===== src/rtl/sync_fifo_param_if.sv =====
// Producer/consumer bundle for sync_fifo_param: write port, read port and status.
interface sync_fifo_param_if #(
    parameter int unsigned WIDTH = 8,
    parameter int unsigned DEPTH = 16
);
    localparam int unsigned AW = $clog2(DEPTH);

    logic             flush;
    logic             wr_en;
    logic [WIDTH-1:0] din;
    logic             full;
    logic             almost_full;
    logic             rd_en;
    logic [WIDTH-1:0] dout;
    logic             dout_valid;
    logic             empty;
    logic             almost_empty;
    logic [AW:0]      count;
    logic             overflow;
    logic             underflow;

    modport master (
        output flush, wr_en, din, rd_en,
        input  full, almost_full, dout, dout_valid, empty, almost_empty,
               count, overflow, underflow
    );

    modport slave (
        input  flush, wr_en, din, rd_en,
        output full, almost_full, dout, dout_valid, empty, almost_empty,
               count, overflow, underflow
    );
endinterface


===== src/rtl/sync_fifo_param.sv =====
// Parametrised single-clock FIFO with occupancy count, threshold flags,
// sticky error flags, synchronous flush and a registered read port.
module sync_fifo_param #(
    parameter int unsigned WIDTH    = 8,
    parameter int unsigned DEPTH    = 16,
    parameter int unsigned AF_LEVEL = DEPTH - 2,
    parameter int unsigned AE_LEVEL = 2
) (
    input  logic                clk,
    input  logic                rst_n,
    sync_fifo_param_if.slave    bus
);
    localparam int unsigned AW = $clog2(DEPTH);
    localparam int unsigned CW = AW + 1;

    logic [WIDTH-1:0] mem [DEPTH];
    logic [AW-1:0]    wr_ptr;
    logic [AW-1:0]    rd_ptr;
    logic [CW-1:0]    count_q;
    logic [WIDTH-1:0] dout_q;
    logic             dout_valid_q;
    logic             overflow_q;
    logic             underflow_q;

    logic full_c;
    logic empty_c;
    logic rd_ok_c;
    logic wr_ok_c;

    // The count register is CW bits, so all DEPTH slots are usable.
    assign full_c  = (count_q == CW'(DEPTH));
    assign empty_c = (count_q == '0);
    assign rd_ok_c = bus.rd_en & ~empty_c;
    assign wr_ok_c = bus.wr_en & (~full_c | rd_ok_c);

    assign bus.full         = full_c;
    assign bus.empty        = empty_c;
    assign bus.almost_full  = (count_q >= CW'(AF_LEVEL));
    assign bus.almost_empty = (count_q <= CW'(AE_LEVEL));
    assign bus.count        = count_q;
    assign bus.dout         = dout_q;
    assign bus.dout_valid   = dout_valid_q;
    assign bus.overflow     = overflow_q;
    assign bus.underflow    = underflow_q;

    // Storage is intentionally not reset.
    always_ff @(posedge clk) begin
        if (wr_ok_c && !bus.flush) begin
            mem[wr_ptr] <= bus.din;
        end
    end

    always_ff @(posedge clk or negedge rst_n) begin
        if (!rst_n) begin
            wr_ptr       <= '0;
            rd_ptr       <= '0;
            count_q      <= '0;
            dout_q       <= '0;
            dout_valid_q <= 1'b0;
            overflow_q   <= 1'b0;
            underflow_q  <= 1'b0;
        end else if (bus.flush) begin
            // Flush wins over same-cycle requests; dout keeps its last value.
            wr_ptr       <= '0;
            rd_ptr       <= '0;
            count_q      <= '0;
            dout_valid_q <= 1'b0;
            overflow_q   <= 1'b0;
            underflow_q  <= 1'b0;
        end else begin
            if (wr_ok_c) begin
                wr_ptr <= wr_ptr + AW'(1);
            end
            if (rd_ok_c) begin
                dout_q <= mem[rd_ptr];
                rd_ptr <= rd_ptr + AW'(1);
            end
            dout_valid_q <= rd_ok_c;

            case ({wr_ok_c, rd_ok_c})
                2'b10:   count_q <= count_q + CW'(1);
                2'b01:   count_q <= count_q - CW'(1);
                default: count_q <= count_q;
            endcase

            if (bus.wr_en && !wr_ok_c) begin
                overflow_q <= 1'b1;
            end
            if (bus.rd_en && empty_c) begin
                underflow_q <= 1'b1;
            end
        end
    end
endmodule

===== src/flat_wrapper.sv =====
// flat-port wrapper written by rule: the top's interface ports become plain ports
module sync_fifo_param_flat 
#(
    parameter int unsigned WIDTH    = 8,
    parameter int unsigned DEPTH    = 16,
    parameter int unsigned AF_LEVEL = DEPTH - 2,
    parameter int unsigned AE_LEVEL = 2
)
  (clk, rst_n, bus_flush, bus_wr_en, bus_din, bus_rd_en, bus_full, bus_almost_full, bus_dout, bus_dout_valid, bus_empty, bus_almost_empty, bus_count, bus_overflow, bus_underflow);
  sync_fifo_param_if #(.WIDTH(WIDTH), .DEPTH(DEPTH)) bus_i ();
  input  logic clk;
  input  logic rst_n;
  input wire logic [$bits(bus_i.flush)-1:0] bus_flush;
  input wire logic [$bits(bus_i.wr_en)-1:0] bus_wr_en;
  input wire logic [$bits(bus_i.din)-1:0] bus_din;
  input wire logic [$bits(bus_i.rd_en)-1:0] bus_rd_en;
  output wire logic [$bits(bus_i.full)-1:0] bus_full;
  output wire logic [$bits(bus_i.almost_full)-1:0] bus_almost_full;
  output wire logic [$bits(bus_i.dout)-1:0] bus_dout;
  output wire logic [$bits(bus_i.dout_valid)-1:0] bus_dout_valid;
  output wire logic [$bits(bus_i.empty)-1:0] bus_empty;
  output wire logic [$bits(bus_i.almost_empty)-1:0] bus_almost_empty;
  output wire logic [$bits(bus_i.count)-1:0] bus_count;
  output wire logic [$bits(bus_i.overflow)-1:0] bus_overflow;
  output wire logic [$bits(bus_i.underflow)-1:0] bus_underflow;
  assign bus_i.flush = bus_flush;
  assign bus_i.wr_en = bus_wr_en;
  assign bus_i.din = bus_din;
  assign bus_i.rd_en = bus_rd_en;
  assign bus_full = bus_i.full;
  assign bus_almost_full = bus_i.almost_full;
  assign bus_dout = bus_i.dout;
  assign bus_dout_valid = bus_i.dout_valid;
  assign bus_empty = bus_i.empty;
  assign bus_almost_empty = bus_i.almost_empty;
  assign bus_count = bus_i.count;
  assign bus_overflow = bus_i.overflow;
  assign bus_underflow = bus_i.underflow;
  sync_fifo_param #(.WIDTH(WIDTH), .DEPTH(DEPTH), .AF_LEVEL(AF_LEVEL), .AE_LEVEL(AE_LEVEL)) u_core (.clk(clk), .rst_n(rst_n), .bus(bus_i));
endmodule

===== config.mk =====
export PLATFORM = sky130hd
export DESIGN_NAME = sync_fifo_param_flat
export DESIGN_NICKNAME = d
export VERILOG_FILES = /design/src/rtl/sync_fifo_param_if.sv /design/src/rtl/sync_fifo_param.sv /design/src/flat_wrapper.sv
export SDC_FILE = /design/constraint.sdc
export NUM_CORES = 1
export LEC_CHECK = 0
export CAP_MARGIN = 20
export CORE_MARGIN = 1
export CORE_UTILIZATION = 33
export DETAILED_ROUTE_END_ITERATION = 8
export GPL_TIMING_DRIVEN = 0
export REMOVE_ABC_BUFFERS = 1
export SYNTH_ARGS = -nofsm -noshare
export SYNTH_HDL_FRONTEND = slang
export SYNTH_SLANG_ARGS = --single-unit
export TNS_END_PERCENT = 1

===== constraint.sdc =====
create_clock -name clk -period 3.8 [get_ports clk]
set_input_delay 0.76 -clock clk [delete_from_list [all_inputs] [get_ports clk]]
set_output_delay 0.76 -clock clk [all_outputs]
set_load 0.05 [all_outputs]

==> metrics.md <==
| Metric | Value |
|---|---|
| Status | completed |
| WS Path Type | reg -> out |
| Area growth, synth to finish | 19.35% |
| Num Clock Sinks | 152 |
| Fin. Hold Viols | 0 |
| Area leader, netlist | edfxtp_1 |
| Die area | 0.01958 sq mm |
| Clock slew at the register clock pins of the worst setup and hold paths | 60 ps |
| Pre-antenna DRT Iters | 6 |
| Setup Skew | 10.87 ps |
| DP Area | 0.006870 sq mm |
| Worst path arrival time | 2540 ps |
| Post-Place Cells | 595 |
| Synthesized netlist cell count | 343 |
| Worst r2r path cells | 10 |
| Gate power share | 0.232 |
| Crit path max-delay family | buffers and inverters |
| Synth top area share | 0.6122 |
| Cell variety after synth | 41 |
| CP max-delay cell | clkdlybuf4s50_1 |
| Non-Filler Instances | 626 |
| Routed len/inst | 19.35 um |
| Worst Hold Depth | 2 |
| DRT iter0 DRCs | 233 |
| HPWL after DPL | 7622 um |
| Yosys reg bits | 152 |
| Layout cells sized above 1 | 0.2219 |
| Fill cells | 1660 |
| Starting Density | 0.3357 |
| R2R Path End | u_core.bus.count[4]$_DFFE_PN0P_ |
| Resized cells post-CTS | 0 |
| Setup crit end kind | primary output |
| Worst-Margin Slew | 1068 ps |
| Post-CTS setup buffer count | 0 |
| Worst Path Required | 3040 ps |
| Clk Latency, worst-skew pair | 420 ps |
| Hold buffers post-CTS | 0 |
| Synth area leaders | edfxtp_1 61%, mux4_2 11%, dfrtp_1 9.6% |
| Max Cap Viol | 0 |
| Nets | 402 |
| Final Max Tran Viols | 0 |
| Fmax | 0.3029 GHz |
| Place WS | 474.6 ps |
| Cts bufs inserted | 17 |
| Cell Pwr Density | 660.1 mW/mm^2 |
| Leakage power | 2.463 nW |
| Storage element area | 0.004447 sq mm |
| Die height | 139.9 um |
| Initial antenna violation count | 0 |
| Worst Hold End | u_core.bus.underflow$_DFFE_PN0P_ |
| Flop-to-flop setup slack | 1020 ps |
| Layout Cell Area excl Fill | 0.007493 sq mm |
| CTS H-tree lvls | 4 |
| R2R Path Start | u_core.bus.count[1]$_DFFE_PN0P_ |
| Clock share of power | 0.357 |
| Sequential group share of total power | 0.410 |
| Multi-input gate area | 0.001700 sq mm |
| CTS tree | done |
| Core area | 0.01871 sq mm |
| Final min period | 3302 ps |
| Number of buffer cells added on primary ports | 32 |
| Syn_area_per_cell | 18.30 sq um |
| Post-route DRC | 0 |
| Drt via density | 5.069 |
| Peak VDD IR | 0.3505 mV |
| Crit path cell chain | or4_4 -> nor2_1 -> clkdlybuf4s50_1 |
| Std cell rows | 50 |
| Seq/Total Area, Yosys | 0.7079 |
| Post-DRT Antenna Nets | 0 |
| Worst rel slew slack | 0.2854 |
| Buf/Inv on CP | 1 |
| Global route total overflow | 0 |
| Pwr Total | 0.004947 W |
| Top-Level Pins | 33 |
| CTS Buffer Depth | 2 |
| Hold wc startpoint | u_core.bus.underflow$_DFFE_PN0P_ |
| GR Util All Layers | 0.1333 |
| Worst setup margin | 498.2 ps |
| Sw Share | 0.2964 |
| Fin crit share | 0.8689 |
| Width of the chip | 139.9 um |
| Worst hold path type | reg -> reg |
| Syn. warnings | 0 |
| Largest net degree at the start of global routing | 35 |
| P_int | 0.003480 W |
| Synthesized area | 0.006279 sq mm |
| Diode count | 0 |
| Via count | 3173 |
| Startpoint types | register |
| Vias in the first global route | 3287 |
| WL final | 12110 um |
| Sw Pwr | 0.001466 W |
| RSZ-0062 raised after global routing | false |
| Root Driver | clkbuf_16 |
| Final setup violation count | 0 |
| RePlAce Congestion | 0.7579 |
| CP peak stage delay | 840 ps |
| Global-route wire length before repair | 18800 um |
| CP max FO | 8 |
## placed cells by master (no fill, tap or decap), types with 2 or more instances in the layout
cell	count
bufinv_16	4
o21ai_0	2
clkbuf_16	17
ha_1	8
o221ai_2	8
mux2_2	4
edfxtp_1	128
mux4_2	32
a21o_1	2
xor2_1	6
xnor2_1	2
nand3_1	4
nand2_1	15
inv_6	3
dfrtp_2	2
dfrtp_1	22
clkdlybuf4s50_1	32
clkinvlp_4	2
a21oi_1	6
or3_1	2
or3_2	2
nor2_1	38
mux2i_1	17
buf_16	2
inv_1	7
nand2b_1	2
clkinv_4	3
## logic make-up (layout without fill, tap and decap cells)
logic type      count (synthesis)  count (layout)  synth area share
fa+ha+maj                       9               9           0.01913
compound gates                 24              24           0.03727
simple gates                   72              72           0.05421
xor+xnor                        8               8           0.01116
buf+inv                        25              74           0.02132
flops                         152             152            0.7079
mux                            53              53            0.1491
## per-layer routing
layer,vias up,global-route usage,part of all wire
li1,1417,-,-
met4,0,0.02834,0.0061
met1,1658,0.1687,0.42
met5,-,0,0
met2,90,0.2213,0.51
met3,8,0.04615,0.062
## flip-flops by register name, indices dropped and copies added (netlist names)
name and flops:
u_core.mem 128, u_core.bus.overflow 1, u_core.wr_ptr 4, u_core.bus.underflow 1, u_core.bus.dout 8, u_core.bus.count 5
u_core.bus.dout_valid 1, u_core.rd_ptr 4
## synthesized netlist by cell type (all sizes together)
| library cell | number |
|---|---|
| o211ai | 1 |
| mux2 | 4 |
| nand3 | 4 |
| dlygate4sd1 | 1 |
| mux2i | 17 |
| o21bai | 1 |
| inv | 8 |
| o21ai | 3 |
| mux4 | 32 |
| fa | 1 |
| nand4 | 1 |
| edfxtp | 128 |
| a21o | 2 |
| nand3b | 1 |
| or2 | 2 |
| a21oi | 6 |
| xor2 | 6 |
| or4 | 1 |
| ha | 8 |
| clkbuf | 8 |
| dfrtp | 24 |
| a2111oi | 1 |
| o221ai | 8 |
| or3 | 4 |
| nor2b | 1 |
| nor4 | 1 |
| o31a | 1 |
| a31oi | 1 |
| nor2 | 38 |
| nand2 | 17 |
| nand2b | 2 |
| buf | 8 |
| xnor2 | 2 |
## worst max-delay path by stage
stage	slack, ps	startpoint	end	depth (start not counted)
floorplan	-130	u_core.bus.count[0]$_DFFE_PN0P_	bus_almost_empty	1
global placement	510	bus_flush	u_core.mem[2][4]$_DFFE_PP_	3
detailed placement	470	bus_flush	u_core.mem[1][4]$_DFFE_PP_	3
CTS	460	u_core.bus.count[1]$_DFFE_PN0P_	bus_empty	3
global route	400	u_core.bus.count[1]$_DFFE_PN0P_	bus_empty	3
finish	500	u_core.bus.count[1]$_DFFE_PN0P_	bus_empty	3
## area by class of cell
cell class / instances / area share
clock buffer: 18 / 0.05727
clock inverter: 13 / 0.02588
inverter: 8 / 0.004675
multi-input combinational: 166 / 0.2269
sequential: 152 / 0.5934
tap: 234 / 0.03907
timing repair buffer: 35 / 0.05276
## power by group through the flow
stage	logic (W)	clock network, W	registers [W]
floorplan	0.000541	0	0.00228
global placement	0.00105	0	0.00212
detailed placement	0.00116	0	0.00207
CTS	0.00116	0.00180	0.00203
global route	0.00123	0.00186	0.00205
finish	0.00115	0.00177	0.00203
## worst min-delay path: cells and delay by family, from the launching register on
family,cells,cell delay (ps)
AO/OA/AOI/OAI,1,50
flip-flops,1,340
AND/OR/NAND/NOR,1,70
## stage by stage
step	hold slack, ps	setup TNS, ps	utilization
6_report	498.2	0	0.4006
5_1_grt	536.8	0	0.4006
4_1_cts	506.3	0	0.4006
3_5_place_dp	489.7	0	0.3673
3_3_place_gp	482.2	0	0.3631
2_1_floorplan	464.4	-129.0	-
Note: power is estimated with default switching activity, not from simulation.
